$ cat src/rtl/sbqm_pkg.sv
// Shared types and helpers for the single-bank queue manager front end.
package sbqm_pkg;

    typedef enum logic [1:0] {
        IDLE  = 2'd0,
        GRANT = 2'd1,
        HOLD  = 2'd2
    } state_e;

    localparam int TCOUNT_W = 2;
    localparam int MAX_NT   = 3;

    function automatic logic [TCOUNT_W-1:0] popcount(input logic [MAX_NT-1:0] v);
        logic [TCOUNT_W-1:0] c;
        c = '0;
        for (int i = 0; i < MAX_NT; i++) begin
            c = c + {1'b0, v[i]};
        end
        return c;
    endfunction

endpackage

$ cat src/rtl/sbqm_debounce.sv
// Entry photocell conditioner: two-flop synchronizer, DEB-sample stability filter,
// and a one-cycle pulse on each debounced rising edge.
module sbqm_debounce #(
    parameter int DEB = 4
) (
    input  logic clk,
    input  logic Reset,
    input  logic sensor_in,
    output logic rise
);
    localparam int CNT_W = $clog2(DEB + 1);

    logic             sync1_q, sync2_q;
    logic             stable_q, stable_d;
    logic             rise_q, rise_d;
    logic [CNT_W-1:0] cnt_q, cnt_d;

    // cnt_q counts consecutive synced samples that disagree with the filtered level
    always_comb begin
        stable_d = stable_q;
        rise_d   = 1'b0;
        cnt_d    = '0;
        if (sync2_q != stable_q) begin
            if (cnt_q == CNT_W'(DEB - 1)) begin
                stable_d = sync2_q;
                rise_d   = sync2_q;
            end else begin
                cnt_d = cnt_q + 1'b1;
            end
        end
    end

    always_ff @(posedge clk) begin
        if (Reset) begin
            sync1_q  <= 1'b0;
            sync2_q  <= 1'b0;
            stable_q <= 1'b0;
            rise_q   <= 1'b0;
            cnt_q    <= '0;
        end else begin
            sync1_q  <= sensor_in;
            sync2_q  <= sync1_q;
            stable_q <= stable_d;
            rise_q   <= rise_d;
            cnt_q    <= cnt_d;
        end
    end

    assign rise = rise_q;

endmodule

$ cat src/rtl/sbqm_teller_scheduler.sv
// Front-end controller: entry pulses, round-robin teller calls, open-teller count.
// Optional grant timeout enabled by defining SBQM_GRANT_TIMEOUT_EN.
module sbqm_teller_scheduler
    import sbqm_pkg::*;
#(
    parameter int N       = 3,
    parameter int NT      = 3,
    parameter int DEB     = 4,
    parameter int TIMEOUT = 15
) (
    input  logic                clk,
    input  logic                Reset,
    input  logic                sensor_in,
    input  logic [NT-1:0]       teller_open,
    input  logic [NT-1:0]       teller_req,
    input  logic [N-1:0]        pcount,
    input  logic                empty_flag,
    input  logic                full_flag,
    output logic                up_count,
    output logic                down_count,
    output logic [NT-1:0]       grant,
    output logic [TCOUNT_W-1:0] tcount,
    output logic                reject,
    output logic                timeout_err
);
    localparam int PTR_W = 2;

    logic                rise;
    logic [NT-1:0]       eligible;
    logic                pick_found;
    logic [PTR_W-1:0]    pick_idx;

    state_e              state_q, state_d;
    logic [PTR_W-1:0]    ptr_q, ptr_d;
    logic [PTR_W-1:0]    gidx_q, gidx_d;
    logic [NT-1:0]       grant_q, grant_d;
    logic                down_q, down_d;
    logic                up_q, up_d;
    logic                reject_q, reject_d;
    logic [TCOUNT_W-1:0] tcount_q, tcount_d;
`ifdef SBQM_GRANT_TIMEOUT_EN
    localparam int TMO_W = $clog2(TIMEOUT + 1);
    logic [TMO_W-1:0]    tmo_q, tmo_d;
    logic                terr_q, terr_d;
`else
    logic                unused_timeout;
    assign unused_timeout = (TIMEOUT > 0);
`endif

    sbqm_debounce #(.DEB(DEB)) u_debounce (
        .clk       (clk),
        .Reset     (Reset),
        .sensor_in (sensor_in),
        .rise      (rise)
    );

    assign eligible = teller_open & teller_req;

    // First eligible teller at or after the round-robin pointer, wrapping
    always_comb begin
        pick_found = 1'b0;
        pick_idx   = ptr_q;
        for (int j = 0; j < NT; j++) begin
            int cand;
            cand = int'(ptr_q) + j;
            if (cand >= NT) cand = cand - NT;
            if (!pick_found && eligible[cand[PTR_W-1:0]]) begin
                pick_found = 1'b1;
                pick_idx   = cand[PTR_W-1:0];
            end
        end
    end

    always_comb begin
        state_d  = state_q;
        ptr_d    = ptr_q;
        gidx_d   = gidx_q;
        grant_d  = grant_q;
        down_d   = 1'b0;
        up_d     = rise & ~full_flag;
        reject_d = rise & full_flag;
        tcount_d = popcount(MAX_NT'(teller_open));
`ifdef SBQM_GRANT_TIMEOUT_EN
        tmo_d    = tmo_q;
        terr_d   = terr_q;
`endif
        case (state_q)
            IDLE: begin
                if (pick_found && !empty_flag && pcount != '0) begin
                    state_d           = GRANT;
                    gidx_d            = pick_idx;
                    grant_d           = '0;
                    grant_d[pick_idx] = 1'b1;
                    down_d            = 1'b1;
                    ptr_d             = (pick_idx == PTR_W'(NT - 1)) ? '0 : pick_idx + 1'b1;
                end
            end
            GRANT: begin
                state_d = HOLD;
`ifdef SBQM_GRANT_TIMEOUT_EN
                tmo_d   = '0;
`endif
            end
            HOLD: begin
                if (!teller_req[gidx_q] || !teller_open[gidx_q]) begin
                    state_d = IDLE;
                    grant_d = '0;
`ifdef SBQM_GRANT_TIMEOUT_EN
                end else if (tmo_q == TMO_W'(TIMEOUT - 1)) begin
                    state_d = IDLE;
                    grant_d = '0;
                    terr_d  = 1'b1;
                end else begin
                    tmo_d = tmo_q + 1'b1;
`endif
                end
            end
            default: begin
                state_d = IDLE;
                grant_d = '0;
            end
        endcase
    end

    always_ff @(posedge clk) begin
        if (Reset) begin
            state_q  <= IDLE;
            ptr_q    <= '0;
            gidx_q   <= '0;
            grant_q  <= '0;
            down_q   <= 1'b0;
            up_q     <= 1'b0;
            reject_q <= 1'b0;
            tcount_q <= '0;
`ifdef SBQM_GRANT_TIMEOUT_EN
            tmo_q    <= '0;
            terr_q   <= 1'b0;
`endif
        end else begin
            state_q  <= state_d;
            ptr_q    <= ptr_d;
            gidx_q   <= gidx_d;
            grant_q  <= grant_d;
            down_q   <= down_d;
            up_q     <= up_d;
            reject_q <= reject_d;
            tcount_q <= tcount_d;
`ifdef SBQM_GRANT_TIMEOUT_EN
            tmo_q    <= tmo_d;
            terr_q   <= terr_d;
`endif
        end
    end

    assign up_count   = up_q;
    assign down_count = down_q;
    assign grant      = grant_q;
    assign tcount     = tcount_q;
    assign reject     = reject_q;
`ifdef SBQM_GRANT_TIMEOUT_EN
    assign timeout_err = terr_q;
`else
    assign timeout_err = 1'b0;
`endif

endmodule

$ cat config.mk
export PLATFORM = sky130hd
export DESIGN_NAME = sbqm_teller_scheduler
export DESIGN_NICKNAME = d
export VERILOG_FILES = /design/src/rtl/sbqm_pkg.sv /design/src/rtl/sbqm_debounce.sv /design/src/rtl/sbqm_teller_scheduler.sv
export SDC_FILE = /design/constraint.sdc
export NUM_CORES = 1
export LEC_CHECK = 0
export ABC_AREA = 1
export BUFFER_PORTS_ARGS = -buffer_cell sky130_fd_sc_hd__buf_2
export CAP_MARGIN = 20
export CORE_AREA = 8 8 65 67
export DETAILED_ROUTE_END_ITERATION = 10
export DIE_AREA = 0 0 73 75
export MAX_ROUTING_LAYER = met4
export SETUP_SLACK_MARGIN = 0.3
export SYNTH_ARGS = -nofsm -noshare
export SYNTH_HDL_FRONTEND = slang
export SYNTH_SLANG_ARGS = --single-unit
$ cat constraint.sdc
create_clock -name clk -period 2.81 [get_ports clk]
set_input_delay 0.4215 -clock clk [delete_from_list [all_inputs] [get_ports clk]]
set_output_delay 0.4215 -clock clk [all_outputs]
set_load 0.01 [all_outputs]
== Yosys cells after proc, flatten, opt, wreduce, memory -nomap -nowiden ==
Cells that the tools add are included.

* Add/subtract/negate cells: 9
* Multiply operators: 0
* Div/mod/pow operators: 0
* Order comparisons: 9
* Equal/unequal tests: 7
* Shifts and indexed selects: 0
* Multiplexer cells: 29
* Bitwise operators: 8
* Reduce and logical (&&, ||, !) cells: 20

{| class="wikitable"
|+ Operators by type and width
! kind !! number
|-
| $mux 2 || 9
|-
| $lt 2x3->1 const B || 5
|-
| $bmux 1 s2 || 5
|-
| $mux 1 || 10
|-
| $pmux 3 s3 || 1
|-
| $ge 3x2->1 const B || 2
|-
| $mux 3 || 2
|-
| $pmux 2 s3 || 1
|-
| $reduce_and 2->1 || 3
|-
| $reduce_or 3->1 || 2
|-
| $sub 2x2->2 const B || 3
|-
| $logic_and 1x1->1 || 5
|-
| $logic_not 1->1 || 5
|-
| $not 1->1 || 5
|-
| $eq 2x2->1 const B || 2
|-
| $ne 2x2->1 const B || 2
|-
| $add 2x1->3 const B || 1
|-
| $add 2x2->3 const B || 1
|-
| $add 3x1->3 const B || 1
|-
| $and 3x3->3 || 1
|-
| $eq 3x2->1 const B || 1
|-
| $reduce_and 3->1 || 1
|-
| $reduce_bool 3->1 || 1
|-
| $add 1x1->2 || 1
|-
| 11 further kinds || 12
|}

* Register bits after elaboration: 21
* Latch bits: 0
* Memory bits (writable): 0
* ROM bits: 0
* Bits of input ports: 14
* Output and inout port bits: 9
* Logic and storage cells: 95
* Memories: 0

== Depth between registers and ports, before layout ==
Gate-level depths: netlist of the first run.

* Word-level depth: 17
* Mapped depth: 13
* Mapped depth without buffers: 13

== Hierarchy ==
From an unflattened synthesis of the first run, not the netlist that was laid out.

* Cell total of the unflattened synthesis: 137
* Area total of the unflattened synthesis: 1109.8 um2

{| class="wikitable"
|+ By module, submodules not included
! module !! instances !! cells an instance !! area each (um2) !! seq. area each (um2)
|-
| sbqm_teller_scheduler || 1 || 108 || 850.8 || 280.3
|-
| sbqm_debounce || 1 || 29 || 259.0 || 140.1
|}

== Least setup slack after synthesis of the first run ==
No wires, ideal clock.

* Path kind: register to register
* From: register ptr_q[0]
* To: register grant_q[0] (netlist: grant[0])
* Setup time: 113 ps
* Arrival: 1491 ps
* Required time: 2697 ps
* Path slack: 1206 ps
* Cell stages (with the launch flop): 13
* Buffers on the path: 0
* Clock period less this slack: 1604 ps
* Cell sequence: dfxtp_1 -> inv_1 -> ha_1 -> inv_2 -> nand2_1 -> nand3_1 -> nand2_1 -> inv_2 -> nand3_1 -> nand3_2 -> nand2_1 -> nand3_2 -> nand2_1

* Longest elaborated chain between the ends: 17
* Elaborated cells on any way between the ends: 38
* Classes of those cells: add/sub (5); order compare (5); eq/ne (1); mux (19); reduce/logical (8)

{| class="wikitable"
|+ Ends and longest elaborated chain
! what !! line !! text
|-
| start: declaration || sbqm_teller_scheduler.sv:34 || <nowiki>logic [PTR_W-1:0] ptr_q, ptr_d;</nowiki>
|-
| start signal: assignment || sbqm_teller_scheduler.sv:141 || <nowiki>ptr_q <= ptr_d;</nowiki>
|-
| parallel branches: the longest is 17 deep, another holds $add 2x1->3 || -- ||
|-
| end signal: assignment || sbqm_teller_scheduler.sv:143 || <nowiki>grant_q <= grant_d;</nowiki>
|-
| end: declaration || sbqm_teller_scheduler.sv:36 || <nowiki>logic [NT-1:0] grant_q, grant_d;</nowiki>
|}

Several ways; the timed one is not identified. The select of a mux whose other input is x is not followed.
A chain may end at the register's enable or synchronous reset.

== Final worst setup path of the first run ==
Same ends and word-level chain as after synthesis.

==> results of run 1 <==
==> where the power goes <==
part           internal [mW]  total (mW)  switching [mW]
Sequential             0.341       0.373          0.0327
Clock                 0.0532       0.159           0.106
Combinational          0.163       0.462           0.298
Total                  0.557       0.994           0.437
==> stage by stage <==
step	instance area [um2]	hold slack (ps)
after global placement	1240	402
after CTS	1270	247
after global routing	1270	251
after floorplan	1090	388
final	1270	253
after detailed placement	1240	403
==> final timing paths <==
check / from / endpoint / slack (ps) / cells past startpoint
worst max-delay path: ptr_q[0] / grant[0] / 1040 / 12
worst max register to register: ptr_q[0] / grant[0] / 1040 / 12
worst min-delay path: full_flag / up_count / 250 / 2
worst min register to register: u_debounce.sync1_q / u_debounce.sync2_q / 420 / 2
==> sequential cells by signal, summed over array words and instances, names as in the netlist, 2 cells and up <==
register / flops
u_debounce.cnt_q: 3
gidx_q: 2
state_q: 2
ptr_q: 2
grant: 3
tcount: 2
==> layer usage <==
layer	vias up	wire length, um	GRT usage [%]
li1	488	-	-
met1	402	1020	10.4
met2	24	1090	16.3
met3	2	156	1.60
met4	0	34	5.11
met5	-	0	-
==> cells in the final DEF, fill, tap and decap left out <==
master / instances
dfxtp_1: 21
a21oi_2: 5
ha_1: 4
nand2_4: 2
clkinv_2: 1
o21ai_4: 1
o21ai_1: 1
inv_2: 4
a21oi_1: 5
nand3_4: 2
a31oi_1: 1
buf_2: 21
o211ai_1: 1
nand2_1: 28
o211a_1: 1
nor4_4: 1
nor3_1: 2
nor2_2: 1
o21ai_0: 3
nand3_1: 13
fa_1: 1
nand3_2: 6
nand4_1: 3
conb_1: 1
clkbuf_4: 3
inv_1: 14
inv_4: 1
nor2_1: 11
==> layout make-up <==
type                       count  area [um2]  share of cell area [%]
inverter                      19        73.8                    5.80
timing repair buffer          21         105                    8.26
sequential                    21         420                    33.0
multi-input combinational     93         588                    46.2
tap                           46        57.6                    4.52
clock inverter                 1        5.00                   0.393
clock buffer                   3        22.5                    1.77
==> worst reg2reg max path: cells and delay by family, from the launching register on <==
kind	cells	cell delay, ps
buf+inv	3	280
flops	1	400
simple gates	8	650
fa+ha+maj	1	350
==> kinds of logic after synthesis <==
logic type,after synthesis
and+or+nand+nor,69
AOI/OAI and AO/OA,18
other,1
adders and majority gates,5
DFF,21
buffers and inverters,21
==> run summary, run 1 <==
Run status
- outcome: complete, no violations

GRT
- GRT Overall Usage: 9.54%
- largest net degree at the start of global routing: 16
- vias in the first global route: 935
- antenna violations before repair: 0
- global route total overflow: 0
- wire length of the first global-routing pass: 4030 um

Placed design
- Routability Congestion: 0.941
- number of cells in the design after placement: 200
- worst setup slack after placement: 1060 ps
- total half-perimeter wirelength after legalization and detailed placement: 1780 um
- port bufs: 21

Setup path
- critical path cell sequence: inv_1 > ha_1 > inv_2 > nand2_1 > nand3_1 > nand2_1 > inv_2 > nand3_1 > nand3_2 > nand2_1 > nand3_2 > nand2_1
- critical path's top delay family: simple AND/OR/NAND/NOR gates
- Crit-path slowest cell: dfxtp_1
- most frequent cell on the critical path: nand2_1
- critical path start-end classification: register to register
- nature of the critical path endpoint: register
- worst endpoint data arrival time: 1990 ps
- number of buffer and inverter instances along the worst setup path: 3
- critical path peak fanout: 6
- startpoint type of the worst setup path: register
- required arrival time at the worst endpoint: 3030 ps
- Worst path max stage delay: 400 ps

STA
- worst clock skew: 2.60 ps
- Setup WS post-layout: 1040 ps
- final cycle utilization of the critical path: 63.0%
- setup violation total in the final timing report: 0
- max-slew violation count: 0
- crit path time final: 1770 ps
- total negative slack: 0 ps
- Highest Clock Rate: 565 MHz
- unrepaired setup endpoints after global routing: false
- final number of hold-violating endpoints: 0

CTS
- hold_buf cts: 0
- # clock sinks: 21
- TritonCTS buffer count: 3
- # Post-CTS Setup Buffers: 0
- worst-skew pair later-pin latency: 310 ps
- clock tree from TritonCTS: yes
- Clk Tree Root Cell: clkbuf_4
- clock-pin slew reported for the worst setup and hold paths after clock tree synthesis: 140 ps
- maximum clock path buffer count: 2
- level count of the clock H-tree: 1
- CTS-repair resized insts: 0

Routing
- ratio of routed vias to standard cells: 4.49
- count of unresolved DRC violations after routing: 0
- post-route antenna net violation count: 0
- detailed-routing iteration count for the pre-antenna-repair pass: 4
- vias post-DR: 916
- routed length per placed instance: 11.3 um
- detailed router's first-iteration violation count: 50
- Detailed Route WL: 2300 um

Layout
- Inserted Diodes: 0
- fraction of final layout cells with drive strength greater than 1: 30.4%
- count of fill cells added during filler insertion: 330
- post-route core utilization: 39.4%
- Final #Nets: 178
- P&R area growth vs syn: 16.4%
- final instance count without filler cells: 204

Yosys
- number of register bits inferred by synthesis: 21
- Yosys top cell area share: 38.4%
- number of flops mapped to enable cells by yosys: 0
- number of library cell types mapped by synthesis: 27
- simple-gate area share of the yosys netlist: 35.2%
- post-synthesis instance area: 1090 um2
- top-count cell post-synth: nand2_1
- Post-synth ARST share: 0%
- sequential area share after synthesis: 38.4%
- prevailing post-synth register cell: dfxtp_1
- Yosys Warn Count: 0
- synth top area cells: dfxtp_1 38%, nand2_1 9.6%, nand3_1 5.9%
- post-synthesis adder-cell area fraction: 6.41%
- parity-gate share of the synthesized area counting xor and xnor cells: 0%
- dominant combinational cell family by area after synthesis: simple AND/OR/NAND/NOR gates
- Syn Nets: 154
- synthesized area divided by synthesized cell count: 8.10 um2
- Compound-Gate Fraction of Synth Area: 11.8%
- multiplexer share of the synthesized area: 0%
- synthesized netlist cell count: 135
- cell type with the highest aggregate area in the netlist: dfxtp_1
- most used standard cells in the synthesized netlist: 28 x nand2_1, 21 x dfxtp_1, 14 x inv_1

Floorplanning
- height of the die: 75 um
- io pins: 23
- number of core rows: 21
- starting density of the core: 33.8%
- area of the die: 5480 um2
- area of the placeable core: 3230 um2
- width of the die: 73 um

Pwr
- IR Drop Worst-Case VDD: 0.298 mV
- Leakage: 0.588 nW
- cell area power density: 781 nW/um2
- post-layout total power: 0.994 mW

Flow run
- reported max-cap violation count: 0

Hold path
- min-delay worst type: primary input to register

No activity file was read; power rests on OpenSTA's default activity.
==> run 2, diff against run 1 <==
==> constraint.sdc (replaced) <==
create_clock -name clk -period 1.6 [get_ports clk]
set_input_delay 0.24 -clock clk [delete_from_list [all_inputs] [get_ports clk]]
set_output_delay 0.24 -clock clk [all_outputs]
set_load 0.01 [all_outputs]
==> run summary, run 2 (synthesized netlist as in run 1, its figures left out) <==
Routing
- amount of wire on met2 after detailed routing: 1120 um, +2.1%
- ratio of routed vias to standard cells: 4.65, +3.5%
- uppermost metal layer occupied by signal nets: met4
- vias post-DR: 953, +4.0%
- routed length per placed instance: 11.6 um, +3.0%
- met1 routed wirelength after detailed routing: 1060 um, +4.2%
- detailed-routing iteration count for the pre-antenna-repair pass: 4, unchanged
- Met3 Wirelength: 134 um, -14%
- post-route antenna net violation count: 0, unchanged
- count of unresolved DRC violations after routing: 0, unchanged
- detailed router's first-iteration violation count: 21, -58%
- Detailed Route WL: 2390 um, +3.5%

GRT
- antenna violations before repair: 0, unchanged
- GRT Overall Usage: 9.43%, -0.11 points
- vias in the first global route: 885, -5.3%
- largest net degree at the start of global routing: 16, unchanged
- global route total overflow: 0, unchanged
- wire length of the first global-routing pass: 3950 um, -2.1%

Layout
- most frequent cells in the layout: 26 x nand2_1, 21 x buf_2, 19 x dfxtp_1
- fraction of final layout cells with drive strength greater than 1: 36.5%, +6.1 points
- P&R area growth vs syn: 22.3%
- Final Cell Area: 1340 um2, +5.1%
- count of fill cells added during filler insertion: 349, +5.8%
- Final #Nets: 179, +0.56%
- Inserted Diodes: 0, unchanged
- most frequent standard cell in the layout excluding fill and tap cells: nand2_1

Setup path
- number of cells on the critical path: 10, -2
- critical path cell sequence: inv_1 > ha_2 > inv_2 > nand3_2 > nand3_2 > nand2_4 > nand3_4 > nand2_8 > nand3_1 > a21oi_2
- crit path to: grant[1]
- critical path's top delay family: simple AND/OR/NAND/NOR gates
- nature of the critical path endpoint: register
- startpoint type of the worst setup path: register
- Critical R2R Launch: ptr_q[1]
- number of buffer and inverter instances along the worst setup path: 2, -1
- critical path peak fanout: 10, +4
- worst endpoint data arrival time: 1810 ps, -180 ps
- r2r setup slk: 40 ps, -1000 ps
- Worst path max stage delay: 380 ps, -20 ps
- Crit-path slowest cell: dfxtp_4
- Critical Path Source: ptr_q[1]
- endpoint of the most critical register-to-register path: grant[1]
- number of cell instances on the worst register-to-register path: 10, -2
- most frequent cell on the critical path: nand3_2
- critical path start-end classification: register to register
- required arrival time at the worst endpoint: 1850 ps, -1180 ps

Pwr
- portion of total power attributed to combinational logic: 51.0%, +4.5 points
- post-layout total power: 1.89 mW, +90%
- switching power: 0.826 mW, +89%
- internal power of the cells: 1.06 mW, +91%
- switching fraction of total power: 43.7%, -0.21 points
- Leakage: 0.591 nW, +0.60%
- cell area power density: 1410 nW/um2, +81%
- sequential group share of total power: 35.6%, -2.0 points
- share of power burned in the clock network: 13.4%, -2.6 points
- IR Drop Worst-Case VDD: 0.402 mV, +35%

CTS
- Clk Tree Root Cell: clkbuf_4
- clock-pin slew reported for the worst setup and hold paths after clock tree synthesis: 120 ps, -20 ps
- clock tree from TritonCTS: yes
- level count of the clock H-tree: 1, unchanged
- # clock sinks: 21, unchanged
- maximum clock path buffer count: 2, unchanged
- worst-skew pair later-pin latency: 300 ps, about the same
- TritonCTS buffer count: 3, unchanged

Floorplanning
- height of the die: 75 um, unchanged
- io pins: 23, unchanged
- number of core rows: 21, unchanged
- area of the die: 5480 um2, unchanged
- starting density of the core: 33.8%, unchanged
- width of the die: 73 um, unchanged
- area of the placeable core: 3230 um2, unchanged

STA
- Highest Clock Rate: 639 MHz, +13%
- total negative slack: 0 ps, unchanged
- max-slew violation count: 0, unchanged
- worst clock skew: 5.92 ps, +3.33 ps
- final cycle utilization of the critical path: 97.8%, +35 points
- final number of hold-violating endpoints: 0, unchanged
- unrepaired setup endpoints after global routing: true
- crit path time final: 1560 ps, -205 ps
- setup violation total in the final timing report: 0, unchanged

Hold path
- min-delay worst type: primary input to register
- cell depth of the worst hold path: 2, unchanged

Placed design
- Routability Congestion: 0.914, -2.9%
- port bufs: 21, unchanged
- total half-perimeter wirelength after legalization and detailed placement: 1810 um, +1.7%
- placed instance area: 1270 um2, +2.3%

Run status
- outcome: complete, no violations

Flow run
- reported max-cap violation count: 0, unchanged

run 2: changes by cell type in the layout (fill, tap and decap cells not counted), sizes merged:
cell  previous run  this run
buf             21        22
run 2: what timing repair did:
| action | CTS | global route |
|---|---|---|
| pin swaps | 1 | 2 |
| resized for setup | 3 | 5 |
| hold buffers | 0 | 0 |
| buffers inserted | 1 | 0 |
| setup endpoints to repair | 9 | 9 |
run 2: layout make-up:
| class | instances | area (um2) | share of cell area [%] |
|---|---|---|---|
| clock buffers | 3 | 22.5 | 1.68 |
| clock inverters | 1 | 5.00 | 0.374 |
| inverters | 19 | 81.3 | 6.08 |
| multi-input cells | 93 | 631 | 47.1 |
| flip-flops and latches | 21 | 428 | 32.0 |
| well taps | 46 | 57.6 | 4.30 |
| repair buffers | 22 | 113 | 8.42 |
run 2: through the flow:
stage / setup WS [ps] / util [%] / instances / hold slack, ps
3_3_place_gp: 27.3 / 39.4 / 200 / 402
2_1_floorplan: 155 / - / 135 / 302
5_1_grt: -67.4 / 41.4 / 205 / 72.2
3_5_place_dp: 11.3 / 39.4 / 200 / 407
6_report: 35.5 / 41.4 / 205 / 93.9
4_1_cts: 19.1 / 40.9 / 205 / 84.4
run 2: how the worst min path moves through the flow:
stage,from,slack (ps),to
floorplan,Reset,300,gidx_q[1]
global placement,u_debounce.sync1_q,400,u_debounce.sync2_q
detailed placement,u_debounce.sync1_q,410,u_debounce.sync2_q
CTS,full_flag,80,up_count
global route,full_flag,70,up_count
finish,full_flag,90,up_count
run 2: metal layers:
layer | GRT usage (%) | vias to the layer above
met4 | 5.78 | 0
met5 | - | -
met2 | 15.3 | 31
li1 | - | 490
met1 | 10.6 | 425
met3 | 1.73 | 7
run 2: power groups by stage:
stage | logic [mW] | registers [mW] | clock network (mW)
3_3_place_gp | 0.859 | 0.676 | 0
4_1_cts | 0.935 | 0.672 | 0.266
3_5_place_dp | 0.874 | 0.681 | 0
2_1_floorplan | 0.695 | 0.681 | 0
5_1_grt | 1.05 | 0.682 | 0.289
6_report | 0.964 | 0.672 | 0.253
==> run 3, diff against run 2 <==
--- a/config.mk
+++ b/config.mk
@@ -12,6 +12,7 @@
 export DETAILED_ROUTE_END_ITERATION = 10
 export DIE_AREA = 0 0 73 75
 export MAX_ROUTING_LAYER = met4
+export REMOVE_ABC_BUFFERS = 1
 export SETUP_SLACK_MARGIN = 0.3
 export SYNTH_ARGS = -nofsm -noshare
 export SYNTH_HDL_FRONTEND = slang
==> run summary, run 3 (synthesized netlist as in run 1, its figures left out) <==
STA
- Setup WS post-layout: -0.0427 ps, -35.5 ps
- Highest Clock Rate: 625 MHz, -2.2%
- crit path time final: 1600 ps, +35.5 ps
- final cycle utilization of the critical path: 100%, +2.2 points
- Slew Limit Headroom: 64.3%
- final number of hold-violating endpoints: 0, unchanged
- Worst-Margin Slew: 531 ps
- total negative slack: -0.0427 ps, -0.0427 ps
- worst clock skew: 6.10 ps, +0.172 ps
- setup violation total in the final timing report: 1, +1
- max-slew violation count: 0, unchanged
- unrepaired setup endpoints after global routing: true

GRT
- GR peak layer: met2
- antenna violations before repair: 0, unchanged
- largest net degree at the start of global routing: 16, unchanged
- met2 track demand over resource: 16.5%, +1.2 points
- vias in the first global route: 987, +12%
- GRT Overall Usage: 9.42%, about the same
- global route total overflow: 0, unchanged
- met1 track demand over resource in global routing: 10.1%, -0.47 points
- wire length of the first global-routing pass: 4060 um, +2.8%
- met3 usage: 2.66%, +0.93 points

Floorplanning
- height of the die: 75 um, unchanged
- width of the die: 73 um, unchanged
- number of core rows: 21, unchanged
- area of the placeable core: 3230 um2, unchanged
- io pins: 23, unchanged
- area of the die: 5480 um2, unchanged
- starting density of the core: 33.8%, unchanged

Routing
- routed length per placed instance: 11.7 um, +0.56%
- post-route antenna net violation count: 0, unchanged
- Detailed Route WL: 2490 um, +4.5%
- ratio of routed vias to standard cells: 4.75, +2.1%
- vias post-DR: 1011, +6.1%
- count of unresolved DRC violations after routing: 0, unchanged
- detailed-routing iteration count for the pre-antenna-repair pass: 4, unchanged
- detailed router's first-iteration violation count: 76, +260%

CTS
- # clock sinks: 21, unchanged
- level count of the clock H-tree: 1, unchanged
- clock-pin slew reported for the worst setup and hold paths after clock tree synthesis: 110 ps, about the same
- clock tree from TritonCTS: yes
- worst-skew pair later-pin latency: 300 ps, about the same
- TritonCTS buffer count: 3, unchanged
- maximum clock path buffer count: 2, unchanged
- Clk Tree Root Cell: clkbuf_4

Run status
- violations in the final reports: setup timing
- outcome: finished with violations

Layout
- fraction of final layout cells with drive strength greater than 1: 41.9%, +5.4 points
- most frequent standard cell in the layout excluding fill and tap cells: nand2_1
- Final #Nets: 187, +4.5%
- count of fill cells added during filler insertion: 321, -8.0%
- final instance count without filler cells: 213, +3.9%
- P&R area growth vs syn: 29.5%
- Inserted Diodes: 0, unchanged
- most frequent cells in the layout: 23 x nand2_1, 21 x buf_2, 19 x dfxtp_1
- Final Cell Area: 1420 um2, +5.9%

Setup path
- worst endpoint data arrival time: 1830 ps, +20 ps
- critical path peak fanout: 5, -5
- number of buffer and inverter instances along the worst setup path: 4, +2
- Crit-path slowest cell: dfxtp_2
- number of cells on the critical path: 12, +2
- critical path start-end classification: register to register
- nature of the critical path endpoint: register
- startpoint type of the worst setup path: register
- Worst path max stage delay: 360 ps, -20 ps
- critical path cell sequence: inv_2 > ha_4 > inv_4 > nand2_2 > nand3_2 > nand2_2 > inv_4 > nand3_4 > nand2_8 > inv_6 > nand3_4 > a21oi_2
- critical path's top delay family: simple AND/OR/NAND/NOR gates
- required arrival time at the worst endpoint: 1830 ps, -20 ps
- number of cell instances on the worst register-to-register path: 12, +2

Pwr
- Leakage: 0.634 nW, +7.2%
- cell area power density: 1480 nW/um2, +4.8%
- post-layout total power: 2.10 mW, +11%
- IR Drop Worst-Case VDD: 0.473 mV, +18%

Placed design
- number of cells in the design after placement: 205, +2.5%
- port bufs: 21, unchanged
- total half-perimeter wirelength after legalization and detailed placement: 1840 um, +1.6%
- placed instance area: 1280 um2, +0.69%
- Routability Congestion: 0.933, +2.1%

Hold path
- min-delay worst type: primary input to register
- cell depth of the worst hold path: 2, unchanged

Flow run
- reported max-cap violation count: 0, unchanged

==> run 3: cell types whose count changed in the layout (fill, tap and decap cells not counted), sizes merged <==
cell    change
buf         +7
clkbuf      +1
clkinv      -1
nand2       +1
==> run 3: worst register-to-register path, cell delays in order (launching register included) <==
cell,delay (ps)
dfxtp_2,360
inv_2,50
ha_4,280
inv_4,50
nand2_2,70
nand3_2,60
nand2_2,100
inv_4,60
nand3_4,120
nand2_8,90
inv_6,90
nand3_4,90
a21oi_2,130
==> run 3: final cells by class <==
class                           instances  area (um2)  area share (%)
Tap cell                               46        57.6            4.06
Sequential cell                        21         423            29.9
Clock buffer                            4        26.3            1.86
Inverter                               19        81.3            5.74
Timing Repair Buffer                   29         165            11.7
Multi-Input combinational cell         94         663            46.8
==> run 3: metrics by stage <==
stage                     hold slack, ps  setup slack [ps]  utilization (%)
after floorplan                      302             -3.92                -
after global placement               397             -80.6             39.7
after detailed placement             406              -131             39.7
after CTS                           96.2              37.8             42.9
after global routing                87.3             -92.9             43.8
final                                101           -0.0427             43.8
==> run 3: metal layers <==
metal | wire (um) | part of all wire, %
met5 | 0 | 0
met4 | 46 | 1.8
met3 | 125 | 5.0
met2 | 1230 | 49
met1 | 1090 | 44
==> run 3: worst paths after layout <==
check,to,slack [ps],from
worst max-delay path,grant[1],-0.04,ptr_q[0]
worst min-delay path,up_count,100,full_flag
worst max register to register,grant[1],-0.04,ptr_q[0]
worst min register to register,u_debounce.sync2_q,420,u_debounce.sync1_q
==> run 3: repair_timing <==
item	4_1_cts	5_1_grt
pin swaps	1	4
cloned	1	0
hold buffers	0	0
setup buffers	2	1
endpoints found under the setup margin	9	9
gates resized for setup	12	7
==> run 3: power breakdown <==
| group | leakage [nW] | internal (mW) | switching [mW] | total (mW) |
|---|---|---|---|---|
| Clock | 0.0150 | 0.0970 | 0.149 | 0.246 |
| Sequential | 0.172 | 0.602 | 0.0604 | 0.662 |
| Combinational | 0.447 | 0.489 | 0.699 | 1.19 |
